--- config.mk ---
export PLATFORM = sky130hd
export DESIGN_NAME = seq_multiplier
export DESIGN_NICKNAME = d
export VERILOG_FILES = /design/src/rtl/seq_multiplier.sv
export SDC_FILE = /design/constraint.sdc
export NUM_CORES = 1
export LEC_CHECK = 0
export ABC_AREA = 1
export CAP_MARGIN = 10
export CORE_UTILIZATION = 32
export DETAILED_ROUTE_END_ITERATION = 7
export PLACE_DENSITY = 0.46
export SYNTH_ARGS = -nofsm -noshare
export SYNTH_HDL_FRONTEND = slang
export SYNTH_SLANG_ARGS = --single-unit
--- constraint.sdc ---
create_clock -name clk -period 6.5 [get_ports clk]
set_input_delay 1.625 -clock clk [delete_from_list [all_inputs] [get_ports clk]]
set_output_delay 1.625 -clock clk [all_outputs]
set_load 0.005 [all_outputs]
--- src/rtl/seq_multiplier.sv ---
// Sequential shift-add multiplier with a valid/ready handshake on both sides.
// Each BUSY cycle consumes K bits of the multiplier, LSB first, so a product
// takes N/K cycles. The full 2N-bit product is held until the consumer takes it.
// Optional feature macro: MUL_SIGNED_EN. When it is defined, in_signed selects
// two's complement operands. The magnitudes are multiplied and the product is
// negated when the operand signs differ. When it is undefined, every product is
// unsigned and in_signed is ignored.
module seq_multiplier #(
  parameter int N = 64,
  parameter int K = 1
) (
  input  logic           clk,
  input  logic           rst,
  input  logic           in_valid,
  output logic           in_ready,
  input  logic [N-1:0]   in_a,
  input  logic [N-1:0]   in_b,
  input  logic           in_signed,
  output logic           out_valid,
  input  logic           out_ready,
  output logic [2*N-1:0] out_result,
  output logic           busy
);

  localparam int STEPS = N / K;
  localparam int CW    = $clog2(STEPS + 1);

  typedef enum logic [1:0] {
    IDLE = 2'd0,
    BUSY = 2'd1,
    DONE = 2'd2
  } state_t;

  state_t          state_q, state_d;
  logic [CW-1:0]   cnt_q, cnt_d;
  logic [2*N-1:0]  acc_q, acc_d;
  logic [2*N-1:0]  mcand_q, mcand_d;
  logic [N-1:0]    mplier_q, mplier_d;
  logic [2*N-1:0]  result_q, result_d;

  logic [N-1:0]    a_op;
  logic [N-1:0]    b_op;
  logic [2*N-1:0]  step_sum;
  logic [2*N-1:0]  final_prod;

`ifdef MUL_SIGNED_EN
  logic            neg_q, neg_d;
  logic            neg_in;

  // Take the magnitudes of the incoming operands. Negating -2^(N-1) yields
  // 2^(N-1) as an unsigned N-bit value, so the most negative operand is exact.
  always_comb begin
    a_op   = (in_signed && in_a[N-1]) ? -in_a : in_a;
    b_op   = (in_signed && in_b[N-1]) ? -in_b : in_b;
    neg_in = in_signed && (in_a[N-1] ^ in_b[N-1]);
  end
`else
  logic            unused_signed;

  // The operands pass straight through because the unsigned build has no sign handling.
  always_comb begin
    a_op = in_a;
    b_op = in_b;
  end

  assign unused_signed = in_signed;
`endif

  // Add the shifted multiplicand once for each set bit in the low K multiplier bits.
  always_comb begin
    step_sum = acc_q;
    for (int j = 0; j < K; j++) begin
      if (mplier_q[j]) begin
        step_sum = step_sum + (mcand_q << j);
      end
    end
  end

  // Restore the sign on the final step when the operand signs differed.
`ifdef MUL_SIGNED_EN
  always_comb begin
    final_prod = neg_q ? -step_sum : step_sum;
  end
`else
  always_comb begin
    final_prod = step_sum;
  end
`endif

  // Compute the next state and the datapath: load on accept, step in BUSY, hold in DONE.
  always_comb begin
    state_d  = state_q;
    cnt_d    = cnt_q;
    acc_d    = acc_q;
    mcand_d  = mcand_q;
    mplier_d = mplier_q;
    result_d = result_q;
`ifdef MUL_SIGNED_EN
    neg_d    = neg_q;
`endif
    case (state_q)
      IDLE: begin
        if (in_valid) begin
          state_d  = BUSY;
          cnt_d    = '0;
          acc_d    = '0;
          mcand_d  = {{N{1'b0}}, a_op};
          mplier_d = b_op;
`ifdef MUL_SIGNED_EN
          neg_d    = neg_in;
`endif
        end
      end
      BUSY: begin
        acc_d    = step_sum;
        mcand_d  = mcand_q << K;
        mplier_d = mplier_q >> K;
        cnt_d    = cnt_q + CW'(1);
        if (cnt_q == CW'(STEPS - 1)) begin
          state_d  = DONE;
          result_d = final_prod;
        end
      end
      DONE: begin
        if (out_ready) begin
          state_d = IDLE;
        end
      end
      default: begin
        state_d = IDLE;
      end
    endcase
  end

  // State register. A synchronous reset discards any operation in progress.
  always_ff @(posedge clk) begin
    if (rst) begin
      state_q  <= IDLE;
      cnt_q    <= '0;
      acc_q    <= '0;
      mcand_q  <= '0;
      mplier_q <= '0;
      result_q <= '0;
`ifdef MUL_SIGNED_EN
      neg_q    <= 1'b0;
`endif
    end else begin
      state_q  <= state_d;
      cnt_q    <= cnt_d;
      acc_q    <= acc_d;
      mcand_q  <= mcand_d;
      mplier_q <= mplier_d;
      result_q <= result_d;
`ifdef MUL_SIGNED_EN
      neg_q    <= neg_d;
`endif
    end
  end

  assign in_ready   = (state_q == IDLE);
  assign out_valid  = (state_q == DONE);
  assign busy       = (state_q != IDLE);
  assign out_result = result_q;

endmodule

# Word level (Yosys, flattened, before mapping)
# Cells that the tools add are included.
[word_totals] wordCells=33 output_inout_bits=131 in_bits=133 register_bits=457
[classes] mux=13 n_addsub=2 eq_ne=6 reduce_logical=6
[ops] operator="$pmux W128 S2" count=2
[ops] operator="$mux W128" count=3
[ops] operator="$add A128 B128 Y128" count=1
[ops] operator="$pmux W64 S2" count=1
[ops] operator="$mux W64" count=1
[ops] operator="$pmux W7 S2" count=1
[ops] operator="$add A7 B1 Y7 const B" count=1
[ops] operator="$eq A7 B6 Y1 const B" count=1
[ops] operator="$mux W7" count=1
[ops] operator="$mux W2" count=3
[ops] operator="$pmux W2 S3" count=1
[ops] operator="$ne A2 B2 Y1 const B" count=2
[ops] operator="$reduce_and A2 Y1" count=2
[ops] operator="$reduce_bool A2 Y1" count=2
[ops] operator="$reduce_and A3 Y1" count=1
[ops] operator="$eq A2 B1 Y1 const B" count=1
[ops] operator="$eq A2 B2 Y1 const B" count=1
[ops] operator="$logic_not A2 Y1" count=1
[ops] operator="$ne A2 B1 Y1 const B" count=1

# Depth between registers and ports, before layout
[depth] ltp_word=3 depth_mapped=21 depth_no_buf=21

# Least setup slack after synthesis
# OpenSTA, ideal clock, no wires.
[synth_path] kind="in2reg" startpoint="input port in_valid" endpoint="register mcand_q[28]" path_buffers=2 t_required_ps=6443 path_slack_ps=3688 setup_time_ps=57 arrival_ps=2756 cell_stages=9 path_cell_list="nand2_1 inv_1 nor2_1 clkbuf_1 clkbuf_1 nand2_1 nand3_1 nand2_1 inv_1"
[synth_via] elab_chain_len=2
[synth_lines] item="start: declaration" line="14" text="input logic in_valid,"
[synth_lines] item="$ne A2 B2 Y1 (no line)"
[synth_lines] item="$reduce_and A2 Y1 (no line)"
[synth_lines] item="end signal: assignment" line="151" text="mcand_q <= mcand_d;"
[synth_lines] item="end: declaration" line="37" text="logic [2*N-1:0] mcand_q, mcand_d;"
# Every way passes these cells.
# A chain may end at the register's enable or synchronous reset.

# Worst setup path in the final report
[layout_path] startpoint="input port in_valid" endpoint="register mcand_q[44]"
# The elaborated chain is that of the path after synthesis.

==> flow_summary.ini <==
[timing]
final.period_utilization = 0.544
setup_slack_ns = 2.96
worst_pin_slew_ns = 1.00
finalHoldViolCount = 0
max_freq_mhz = 283
setup_viol = 0
timing.slew.headroom = 0.333
finalCriticalPeriod_ns = 3.54
fin_tns_setup_ns = 0
rsz0062_at_grt = false
slew_viol_final = 0
skew_ns = 0.0418

[setup_path]
r2r-start = mcand_q[0]$_SDFFE_PP0P_
critPathMaxFanout = 137
worst_r2r_endpoint = out_result[116]$_SDFFE_PP0P_
arrival_ns = 4.11
worstPathRequired_ns = 7.07
regToRegSetupSlack_ns = 3.05
startpoint_type = primary input
crit_type = primary input to flip-flop
cp-end-kind = flip-flop
r2r_cells = 19

[layout]
fin_nets = 6142
fin_util = 0.380
drive_above_1_share = 0.0643
n_antenna_cell = 0
area_growth_pct = 17.7

[clock_network]
cts.hold.buffers_added = 0
cts_setup_buffers = 0
clock_path_buffers = 3
cts_tree = yes
clock_sinks = 457
htreeDepth = 2
path_clk_slew_ns = 0.06
post_cts_resized = 0
worstSkewPairLatency_ns = 0.67
cts-buffers-inserted = 56
root_buffer = clkbuf_16

[route]
ant_nets = 0
drc = 0
wl_per_cell_um = 17.8
drt_iter0_drc = 2494
routed_wl_um = 130000
vias_per_cell = 4.61
firstDrtPassIters = 6
via_count = 33600

[die]
die_x_um = 322
die_area_mm2 = 0.104
start_util = 0.323
ios = 264
core_mm2 = 0.102
die-height_um = 322
std_cell_rows = 117

[grt]
grt_max_degree = 170
grt_pass1_wl_um = 194000
grt_overflow = 0
grtUsageTotal = 0.247
antenna_found_initial = 1
grt_pass1_vias = 31000

[logic_synthesis]
yosys_warnings = 0
syn-num-nets = 5994
ys_seq_area_frac = 0.279
ys_ff_latch = 457
synth_area_mm2 = 0.0328
syn_inst = 5732
syn_avg_cell_area_um2 = 5.73
ys_types = 40

[placed_design]
pre_cts_slack_ns = 2.31
detailed_place_hpwl_um = 103000
routabilityCongestion = 1.00
io_buffers = 262

[power]
ir_drop_mv = 0.213
leakagePower_nw = 18.6
p_per_area_mw_per_mm2 = 182

[min_path]
hold_start = mplier_q[63]$_SDFFE_PP0P_
hp-class = flip-flop to flip-flop
hold_depth = 2
hold_end = mplier_q[63]$_SDFFE_PP0P_

[status]
status = finished clean

[flow_run]
cap_violations = 0
## final cells by class
class | count | area, um^2
multi-input combinational | 4014 | 18900
inverter | 1071 | 4030
tap | 1368 | 1710
sequential | 457 | 9150
timing repair buffer | 280 | 2830
clock inverter | 17 | 295
fill | 11500 | 63100
clock buffer | 85 | 1710
## how the worst max path moves through the flow
stage	slack, ns	end	startpoint	depth (start not counted)
floorplan	3.69	mcand_q[28]$_SDFFE_PP0P_	in_valid	9
global placement	2.25	mcand_q[40]$_SDFFE_PP0P_	in_valid	9
detailed placement	2.31	mcand_q[44]$_SDFFE_PP0P_	in_valid	9
CTS	2.92	in_ready	state_q[1]$_SDFFE_PP0P_	2
global route	2.73	mcand_q[25]$_SDFFE_PP0P_	in_valid	9
finish	2.96	mcand_q[44]$_SDFFE_PP0P_	in_valid	9
## registers in the layout, summed over array words and instances, names as in the netlist
signal / cells
acc_q: 128
mcand_q: 128
out_result: 128
mplier_q: 64
cnt_q: 7
state_q: 2
## where the power goes
part	leakage (nW)	internal (mW)	total, mW	switching [mW]
clock	0.984	2.05	3.37	1.32
sequential	3.71	2.88	2.93	0.0580
combinational	13.9	0.258	0.717	0.460
## cell families (layout without fill, tap and decap cells)
| family | Yosys count | count (layout) | synth area share |
|---|---|---|---|
| AND/OR/NAND/NOR | 3151 | 3151 | 0.392 |
| buffers and inverters | 1261 | 1453 | 0.146 |
| AO/OA/AOI/OAI | 671 | 671 | 0.117 |
| flip-flops | 457 | 457 | 0.279 |
| adder cells (fa/ha/maj) | 129 | 129 | 0.0494 |
| XOR/XNOR | 63 | 63 | 0.0168 |
## synth_stat cells
cell type,count,area share
nand2_1,2433,0.28
inv_1,1005,0.11
dfxtp_1,457,0.28
a21oi_1,294,0.045
nor2_1,243,0.028
nand3_1,232,0.035
clkbuf_1,133,0.015
ha_1,128,0.049
o21ai_0,117,0.018
a31oi_1,91,0.017
nor2_2,71,0.014
o21bai_1,63,0.014
or2_2,63,0.012
xnor2_1,62,0.017
inv_2,61,0.0070
o21a_1,52,0.012
buf_2,45,0.0069
nand2_2,34,0.0065
nor3_1,24,0.0037
o21ai_1,20,0.0030
buf_1,11,0.0013
nand3_2,11,0.0034
a21o_1,10,0.0023
o211ai_1,9,0.0021
nor2_4,8,0.0027
nor3_2,8,0.0024
a22oi_1,7,0.0016
nand3b_1,7,0.0016
a221oi_1,6,0.0016
nor4_1,6,0.0011
clkinv_1,5,0.00057
nor4_2,4,0.0015
nand4_1,3,0.00057
and2_1,2,0.00038
nand3b_2,2,0.00069
a211oi_1,1,0.00023
buf_4,1,0.00023
fa_1,1,0.00061
o21ai_2,1,0.00027
xor2_1,1,0.00027
## routing by layer
layer  vias up  GRT usage  part of all wire
met3       120     0.0340             0.052
li1      17600          -                 -
met1     15200      0.368              0.51
met5         -          0                 0
met2       694      0.369              0.41
met4         0     0.0599             0.023
## metrics by stage
stage	area, um^2	hold WS [ns]	cells	power [mW]
global placement	36600	0.452	7190	3.72
global route	38600	0.480	7292	7.34
finish	38600	0.462	7292	7.02
CTS	38600	0.464	7292	7.15
detailed placement	36600	0.454	7190	3.72
floorplan	32800	0.440	5732	3.45
## worst max-delay path, stage by stage
cell             delay, ns
clkdlybuf4s50_1       0.43
nand2_1               0.21
inv_4                 0.28
nor2_4                0.56
buf_12                0.52
nand2_1               0.10
nand3_1               0.09
nand2_1               0.05
inv_1                 0.07
## cell usage in the layout, fill, tap and decap left out, types with 8 or more instances in the layout
master / n
or2_2: 63
nand3_2: 11
a21o_1: 10
nand2_1: 2433
ha_1: 128
nand2_2: 34
nor3_2: 8
nor2_4: 11
nor2_2: 71
nor3_1: 24
o21ai_0: 117
inv_2: 61
a31oi_1: 91
xnor2_1: 62
o21a_1: 52
o211ai_1: 9
buf_4: 13
dfxtp_1: 456
o21ai_1: 20
clkbuf_1: 10
inv_1: 1003
nor2_1: 240
nand3_1: 232
clkbuf_16: 57
clkbuf_8: 18
o21bai_1: 63
a21oi_1: 294
clkdlybuf4s50_1: 261
Power figures use the tool's default switching activity.
